## src/rtl/vga_timing_pipe_if.sv

```systemverilog
// vga_timing_pipe_if: pixel bus between the VGA timing block and its neighbours.
// master: timing side (drives counters, syncs, colour); slave: pixel logic / sink side.
interface vga_timing_pipe_if;
  logic [2:0]  data;
  logic [9:0]  hcount;
  logic [9:0]  vcount;
  logic        red_out;
  logic        green_out;
  logic        blue_out;
  logic        hsync;
  logic        vsync;
  logic        frame_start;
  logic [15:0] frame_count;

  modport master (
    input  data,
    output hcount,
    output vcount,
    output red_out,
    output green_out,
    output blue_out,
    output hsync,
    output vsync,
    output frame_start,
    output frame_count
  );

  modport slave (
    output data,
    input  hcount,
    input  vcount,
    input  red_out,
    input  green_out,
    input  blue_out,
    input  hsync,
    input  vsync,
    input  frame_start,
    input  frame_count
  );
endinterface

```

## src/rtl/vga_timing_pipe.sv

```systemverilog
// vga_timing_pipe: VGA h/v counters, delayed sync/active/frame_start, gated colour.
// Ports: vga_clk (pixel clock), reset (async, active-low), bus (vga_timing_pipe_if.master).
module vga_timing_pipe #(
  parameter int H_ACTIVE   = 640,
  parameter int H_FP       = 16,
  parameter int H_SYNC     = 96,
  parameter int H_BP       = 48,
  parameter int V_ACTIVE   = 480,
  parameter int V_FP       = 10,
  parameter int V_SYNC     = 2,
  parameter int V_BP       = 33,
  parameter int PIPE_DELAY = 2
) (
  input  logic              vga_clk,
  input  logic              reset,
  vga_timing_pipe_if.master bus
);

  localparam int H_TOTAL = H_ACTIVE + H_FP + H_SYNC + H_BP;
  localparam int V_TOTAL = V_ACTIVE + V_FP + V_SYNC + V_BP;

  localparam logic [9:0] H_LAST = 10'(H_TOTAL - 1);
  localparam logic [9:0] V_LAST = 10'(V_TOTAL - 1);
  localparam logic [9:0] H_VIS  = 10'(H_ACTIVE);
  localparam logic [9:0] V_VIS  = 10'(V_ACTIVE);
  localparam logic [9:0] HS_BEG = 10'(H_ACTIVE + H_FP);
  localparam logic [9:0] HS_END = 10'(H_ACTIVE + H_FP + H_SYNC - 1);
  localparam logic [9:0] VS_BEG = 10'(V_ACTIVE + V_FP);
  localparam logic [9:0] VS_END = 10'(V_ACTIVE + V_FP + V_SYNC - 1);

  typedef struct packed {
    logic hs;
    logic vs;
    logic act;
    logic fs;
  } tap_t;

  localparam tap_t TAP_IDLE = '{
    hs:  1'b1,
    vs:  1'b1,
    act: 1'b0,
    fs:  1'b0
  };

  logic [9:0]  h_q;
  logic [9:0]  v_q;
  tap_t        raw;
  tap_t        pipe_q [PIPE_DELAY];
  tap_t        tail_in;
  tap_t        tail;
  logic [2:0]  col_q;
  logic [15:0] frame_count_q;
  logic        seen_q;

  always_ff @(posedge vga_clk or negedge reset) begin
    if (!reset) begin
      h_q <= '0;
      v_q <= '0;
    end else if (h_q == H_LAST) begin
      h_q <= '0;
      if (v_q == V_LAST) begin
        v_q <= '0;
      end else begin
        v_q <= v_q + 10'd1;
      end
    end else begin
      h_q <= h_q + 10'd1;
    end
  end

  always_comb begin
    raw     = TAP_IDLE;
    raw.hs  = ~((h_q >= HS_BEG) && (h_q <= HS_END));
    raw.vs  = ~((v_q >= VS_BEG) && (v_q <= VS_END));
    raw.act = (h_q < H_VIS) && (v_q < V_VIS);
    raw.fs  = (h_q == 10'd0) && (v_q == 10'd0);
  end

  // Every stage resets to idle so no partial pulse leaks out.
  always_ff @(posedge vga_clk or negedge reset) begin
    if (!reset) begin
      for (int i = 0; i < PIPE_DELAY; i++) begin
        pipe_q[i] <= TAP_IDLE;
      end
    end else begin
      pipe_q[0] <= raw;
      for (int i = 1; i < PIPE_DELAY; i++) begin
        pipe_q[i] <= pipe_q[i-1];
      end
    end
  end

  // Value entering the last stage; the frame counter
  // updates on the same edge the delayed pulse appears.
  if (PIPE_DELAY == 1) begin : g_tail_one
    assign tail_in = raw;
  end else begin : g_tail_many
    assign tail_in = pipe_q[PIPE_DELAY-2];
  end

  assign tail = pipe_q[PIPE_DELAY-1];

  always_ff @(posedge vga_clk or negedge reset) begin
    if (!reset) begin
      col_q <= '0;
    end else begin
      col_q <= bus.data;
    end
  end

  // First frame after reset is not counted.
  always_ff @(posedge vga_clk or negedge reset) begin
    if (!reset) begin
      frame_count_q <= '0;
      seen_q        <= 1'b0;
    end else if (tail_in.fs) begin
      seen_q <= 1'b1;
      if (seen_q) begin
        frame_count_q <= frame_count_q + 16'd1;
      end
    end
  end

  assign bus.hcount      = h_q;
  assign bus.vcount      = v_q;
  assign bus.hsync       = tail.hs;
  assign bus.vsync       = tail.vs;
  assign bus.frame_start = tail.fs;
  assign bus.frame_count = frame_count_q;
  assign bus.red_out     = col_q[0] & tail.act;
  assign bus.green_out   = col_q[1] & tail.act;
  assign bus.blue_out    = col_q[2] & tail.act;

endmodule

```

## src/flat_wrapper.sv

```systemverilog
// flat-port wrapper written by rule: the top's interface ports become plain ports
module vga_timing_pipe_flat 
#(
  parameter int H_ACTIVE   = 640,
  parameter int H_FP       = 16,
  parameter int H_SYNC     = 96,
  parameter int H_BP       = 48,
  parameter int V_ACTIVE   = 480,
  parameter int V_FP       = 10,
  parameter int V_SYNC     = 2,
  parameter int V_BP       = 33,
  parameter int PIPE_DELAY = 2
)
  (vga_clk, reset, bus_data, bus_hcount, bus_vcount, bus_red_out, bus_green_out, bus_blue_out, bus_hsync, bus_vsync, bus_frame_start, bus_frame_count);
  vga_timing_pipe_if bus_i ();
  input  logic vga_clk;
  input  logic reset;
  input wire logic [$bits(bus_i.data)-1:0] bus_data;
  output wire logic [$bits(bus_i.hcount)-1:0] bus_hcount;
  output wire logic [$bits(bus_i.vcount)-1:0] bus_vcount;
  output wire logic [$bits(bus_i.red_out)-1:0] bus_red_out;
  output wire logic [$bits(bus_i.green_out)-1:0] bus_green_out;
  output wire logic [$bits(bus_i.blue_out)-1:0] bus_blue_out;
  output wire logic [$bits(bus_i.hsync)-1:0] bus_hsync;
  output wire logic [$bits(bus_i.vsync)-1:0] bus_vsync;
  output wire logic [$bits(bus_i.frame_start)-1:0] bus_frame_start;
  output wire logic [$bits(bus_i.frame_count)-1:0] bus_frame_count;
  assign bus_i.data = bus_data;
  assign bus_hcount = bus_i.hcount;
  assign bus_vcount = bus_i.vcount;
  assign bus_red_out = bus_i.red_out;
  assign bus_green_out = bus_i.green_out;
  assign bus_blue_out = bus_i.blue_out;
  assign bus_hsync = bus_i.hsync;
  assign bus_vsync = bus_i.vsync;
  assign bus_frame_start = bus_i.frame_start;
  assign bus_frame_count = bus_i.frame_count;
  vga_timing_pipe #(.H_ACTIVE(H_ACTIVE), .H_FP(H_FP), .H_SYNC(H_SYNC), .H_BP(H_BP), .V_ACTIVE(V_ACTIVE), .V_FP(V_FP), .V_SYNC(V_SYNC), .V_BP(V_BP), .PIPE_DELAY(PIPE_DELAY)) u_core (.vga_clk(vga_clk), .reset(reset), .bus(bus_i));
endmodule
```

## config.mk

```make
export PLATFORM = sky130hd
export DESIGN_NAME = vga_timing_pipe_flat
export DESIGN_NICKNAME = d
export VERILOG_FILES = /design/src/rtl/vga_timing_pipe_if.sv /design/src/rtl/vga_timing_pipe.sv /design/src/flat_wrapper.sv
export SDC_FILE = /design/constraint.sdc
export NUM_CORES = 1
export LEC_CHECK = 0
export CAP_MARGIN = 25
export CORE_MARGIN = 4
export CORE_UTILIZATION = 35
export CTS_BUF_LIST = sky130_fd_sc_hd__clkbuf_4 sky130_fd_sc_hd__clkbuf_8 sky130_fd_sc_hd__clkbuf_16
export CTS_CLUSTER_DIAMETER = 150
export DETAILED_ROUTE_END_ITERATION = 8
export DONT_BUFFER_PORTS = 1
export PLACE_DENSITY = 0.5
export SYNTH_ARGS = -nofsm -noshare
export SYNTH_HDL_FRONTEND = slang
export SYNTH_SLANG_ARGS = --single-unit
```

## constraint.sdc

```tcl
create_clock -name vga_clk -period 2.2 [get_ports vga_clk]
set_input_delay 0.66 -clock vga_clk [delete_from_list [all_inputs] [get_ports vga_clk]]
set_output_delay 0.66 -clock vga_clk [all_outputs]
set_load 0.01 [all_outputs]
```

== Word-level counts from Yosys, hierarchy flattened ==
Index checks and enable logic that the tools add are counted.
Operators by class
  add/sub/neg operators: 3
  order comparisons: 6
  equality and inequality tests: 2
  mux-type cells: 2
  bitwise operators: 5
  reduce and logical (&&, ||, !) cells: 7
Operator list (count)
  adder 10 x 1 -> 10 bit (second input constant): 2
  equality test 10 bit (second input constant): 2
  zero test 10 bit: 2
  2-to-1 mux 10 bit: 2
  adder 16 x 1 -> 16 bit (second input constant): 1
  >= comparator 10 bit (second input constant): 1
  >= comparator 10 x 9 -> 1 bit (second input constant): 1
  less-or-equal comparator 10 bit (second input constant): 1
  less-or-equal comparator 10 x 9 -> 1 bit (second input constant): 1
  less-than comparator 10 bit (second input constant): 1
  less-than comparator 10 x 9 -> 1 bit (second input constant): 1
  logical AND 1 bit: 4
  bitwise AND 1 bit: 3
  inverter 1 bit: 2
  AND reduction 2 bit: 1
Storage, ports and cells
  register bits after elaboration: 48
  input bits: 5
  output and inout port bits: 42
  word-level logic and storage cells: 38

== Longest topological paths before layout ==
  depth in word-level cells: 3
  depth in mapped cells: 6
  mapped depth without buffers: 6

== Worst setup path before layout ==
OpenSTA, ideal clock, no wires.
  kind: register to register
  start: register u_core.h_q[5] (netlist: u_core.bus.hcount[5])
  end: register u_core.v_q[8] (netlist: u_core.bus.vcount[8])
  setup time: 0.079 ns
  arrival time: 1.982 ns
  data required time: 2.121 ns
  path slack: 0.139 ns
  stages on the path, launching flop included: 7
  buffers on the path: 2
  period minus slack after synthesis: 2.061 ns
  path through: dfrtp_1 > buf_4 > or4b_4 > or3_1 > buf_6 > nor4_4 > xor2_1
On the way
  word-level cells in the longest chain between the ends: 1
Ends and longest elaborated chain
  start, declared: RTL line vga_timing_pipe.sv:45  | logic [9:0] h_q;
  start signal, assigned: RTL line vga_timing_pipe.sv:67  | h_q <= h_q + 10'd1;
  equality test 10 bit: RTL line vga_timing_pipe.sv:59  | end else if (h_q == H_LAST) begin
  end signal, assigned: RTL line vga_timing_pipe.sv:64  | v_q <= v_q + 10'd1;
  end, declared: RTL line vga_timing_pipe.sv:46  | logic [9:0] v_q;
No other way between the ends.
A chain may end at the register's enable or synchronous reset.

== Final worst setup path ==
Ends and elaborated chain as after synthesis.

==> run_results.csv <==
group,metric,value,unit
final_layout,design_area,2360,µm²
sta,period_needed,2.033,ns
global_route,grt-ovfl-total,0,
power,p_seq_share,60.5,%
global_route,grt_max_degree,49,
detailed_routing,avgRoutedWirePerCell,15.62,µm
final_layout,final_nets,211,
placed_design,io_buffers,0,
cts,h-tree-depth,2,
synth,synth_seq_cells,48,
critical_path,arrival,2.25,ns
power,power_frac_clock,39.3,%
critical_path,start_kind,"register",
power,pwr_density_cell,620.5,nW/µm²
cts,clkTransAtPathRegs,0.09,ns
synth,seq_area_frac_synth,56.84,%
floorplan,die_w,85.87,µm
sta,tightestPinTransition,0.5730,ns
sta,setup-tns-final,0,ns
critical_path,cp_max_fo,6,
detailed_routing,dr_wl_met2,2208,µm
job,cap_violations,0,
detailed_routing,drc,0,
power,switchingPower,0.2787,mW
floorplan,rows,28,
synth,syn_nets,199,
synth,yosysMostFrequentCell,"dfrtp_1",
sta,fmax,492.0,MHz
synth,synth.distinct_cells,36,
final_layout,antenna_cells,0,
cts,clockBufferDepth,2,
sta,grt_setup_unrepaired,"no",
detailed_routing,route.met3.wl,324,µm
power,irDropWorstVdd,250.2,µV
floorplan,io_pins,47,
power,swShare,19.03,%
synth,yosysWarnings,0,
cts,postCtsSetupBuffers,0,
cts,clock-root-buffer,"clkbuf_8",
detailed_routing,vias,1445,
cts,cts_resized,0,
floorplan,start_util,36.05,%
global_route,track_usage,13.12,%
final_layout,area_delta_synth_final,11.20,%
global_route,grt_pass1_vias,1574,
synth,syn-mean-instance-area,11.23,µm²
cts,cts_sinks,48,
detailed_routing,first_pass_iters,4,
sta,period_share,92.39,%
placed_design,gp_congestion,0.8209,
synth,synthCells,189,
synth,synth_top_area_share,51.89,%
floorplan,die_height,85.87,µm
synth,synth-edff-count,0,
placed_design,place_hpwl,3210,µm
cts,numCtsBuffers,5,
detailed_routing,top_layer,"met4",
detailed_routing,ant_nets,0,
detailed_routing,wl_met1,1737,µm
sta,finClkSkew,0.006220,ns
cts,cts_tree,"done",
final_layout,drive_gt1_share,13.37,%
sta,finalHoldViolCount,0,
detailed_routing,vias_per_cell,5.217,
critical_path,crit_required,2.42,ns
global_route,grt_pass1_wl,7638,µm
worst_hold_path,min_path_type,"input port to async pin",
synth,syn-cell-area,2122,µm²
synth,synth_area_leaders,"dfrtp_1 52%, xnor2_1 5.8%, xor2_1 5.8%, dfstp_2 5.0%, nand3_1 3.5%",
synth,synth_ff_type,"dfrtp_1",
outcome,status,"finished clean",
power,power.internal,1.186,mW
power,p_leak,1.080,nW
cts,hold_buffers,0,
sta,setup_viol,0,
power,p_comb_share,0.3,%
placed_design,placed_area,2256,µm²
detailed_routing,detail_route.iter0.violations,18,
synth,yosysTopAreaCell,"dfrtp_1",
synth,ys_top_cells_by_count,"44 x dfrtp_1, 15 x nand2_1, 15 x nand3_1, 14 x xnor2_1, 14 x xor2_1",
global_route,antenna_found_initial,0,
floorplan,core,5886,µm²
critical_path,worstSetupPathType,"register to register",
cts,clk_latency,0.29,ns
critical_path,end_kind,"register",
floorplan,dieArea,7373,µm²
detailed_routing,totalWireLength,4327,µm
synth,async_flop_share,100.0,%
sta,slew_viol_final,0,
sta,slew_headroom,61.45,%
-- critical path, cell delays in order, from the launching register on --
cell     delay, ns
dfrtp_1       0.40
or4b_4        0.58
or3_1         0.48
nor4_4        0.32
xor2_1        0.17
-- through the flow --
stage	utilization, %	cells	power (mW)	worst slack (ns)	hold slack (ns)
after CTS	40.09	277	1.491	0.1633	0.03625
after global placement	38.33	269	0.9065	0.2602	0.3349
final	40.09	277	1.464	0.1675	0.04923
after detailed placement	38.33	269	0.9066	0.2084	0.3370
after floorplan	-	189	0.9061	0.1390	0.3312
after global routing	40.09	277	1.538	0.04203	0.01971
-- flip-flops by register name, summed over array words and instances, names as in the netlist --
register	count
u_core.bus.frame_start	1
u_core.bus.frame_count	16
u_core.pipe_q	5
u_core.seen_q	1
u_core.bus.vcount	10
u_core.bus.hsync	1
u_core.col_q	3
u_core.bus.hcount	10
u_core.bus.vsync	1
-- kinds of logic after synthesis --
family | count (synthesis) | share of synthesized area, %
AOI/OAI and AO/OA | 10 | 2.830
and+or+nand+nor | 84 | 22.41
muxes | 1 | 0.5306
DFF | 48 | 56.84
adders and majority gates | 5 | 2.948
xor gates and xnor gates | 28 | 11.56
buffers and inverters | 13 | 2.889
-- final timing paths --
check	start	endpoint	slack, ns	depth (start not counted)
setup / recovery	u_core.bus.hcount[5]	u_core.bus.vcount[8]	0.17	4
hold / removal	reset	u_core.bus.frame_count[2]	0.05	0
setup reg to reg	u_core.bus.hcount[5]	u_core.bus.vcount[8]	0.17	4
hold reg to reg	u_core.pipe_q[5]	u_core.pipe_q[1]	0.35	0
max in group asynchronous	reset	u_core.pipe_q[6]	1.97	0
min in group vga_clk	u_core.pipe_q[5]	u_core.pipe_q[1]	0.35	0
-- power by group through the flow --
stage               clock network (mW)  registers, mW  logic (mW)
floorplan                            0          0.902     0.00366
global placement                     0          0.902     0.00412
detailed placement                   0          0.902     0.00415
CTS                              0.602          0.885     0.00418
global route                     0.648          0.886     0.00412
finish                           0.575          0.885     0.00406
-- cells in the final DEF, fill, tap and decap left out --
master	count
dfrtp_1	44
nand3_1	15
nand2_1	15
xnor2_1	14
xor2_1	14
nor2_1	12
inv_1	9
nor4_1	9
buf_4	9
nand4_1	7
clkbuf_8	7
o21ai_0	5
nor3_1	5
ha_1	5
and2_1	4
dfstp_2	4
and3_1	3
and4_1	3
nand2b_1	2
or4b_4	1
o21a_1	1
o31ai_1	1
or3_1	1
or4_1	1
nor4b_1	1
nor2b_1	1
nand4bb_1	1
nor3_2	1
o22ai_1	1
or2_2	1
a31o_2	1
a21oi_1	1
mux2_2	1
nor4_4	1
clkbuf_4	1
-- metal layers --
layer / vias to the layer above / GRT usage (%)
met2: 38 / 21.51
li1: 677 / -
met3: 6 / 5.091
met4: 0 / 5.180
met1: 724 / 15.43
met5: - / 0
-- final cells by class --
class / count / area [µm²]
Multi-Input combinational cell: 128 / 854.6
Fill cell: 599 / 3526
Sequential cell: 48 / 1206
Clock buffer: 8 / 103.9
Timing Repair Buffer: 9 / 67.56
Inverter: 9 / 33.78
Tap cell: 75 / 93.84
(Power assumes the default switching activity.)
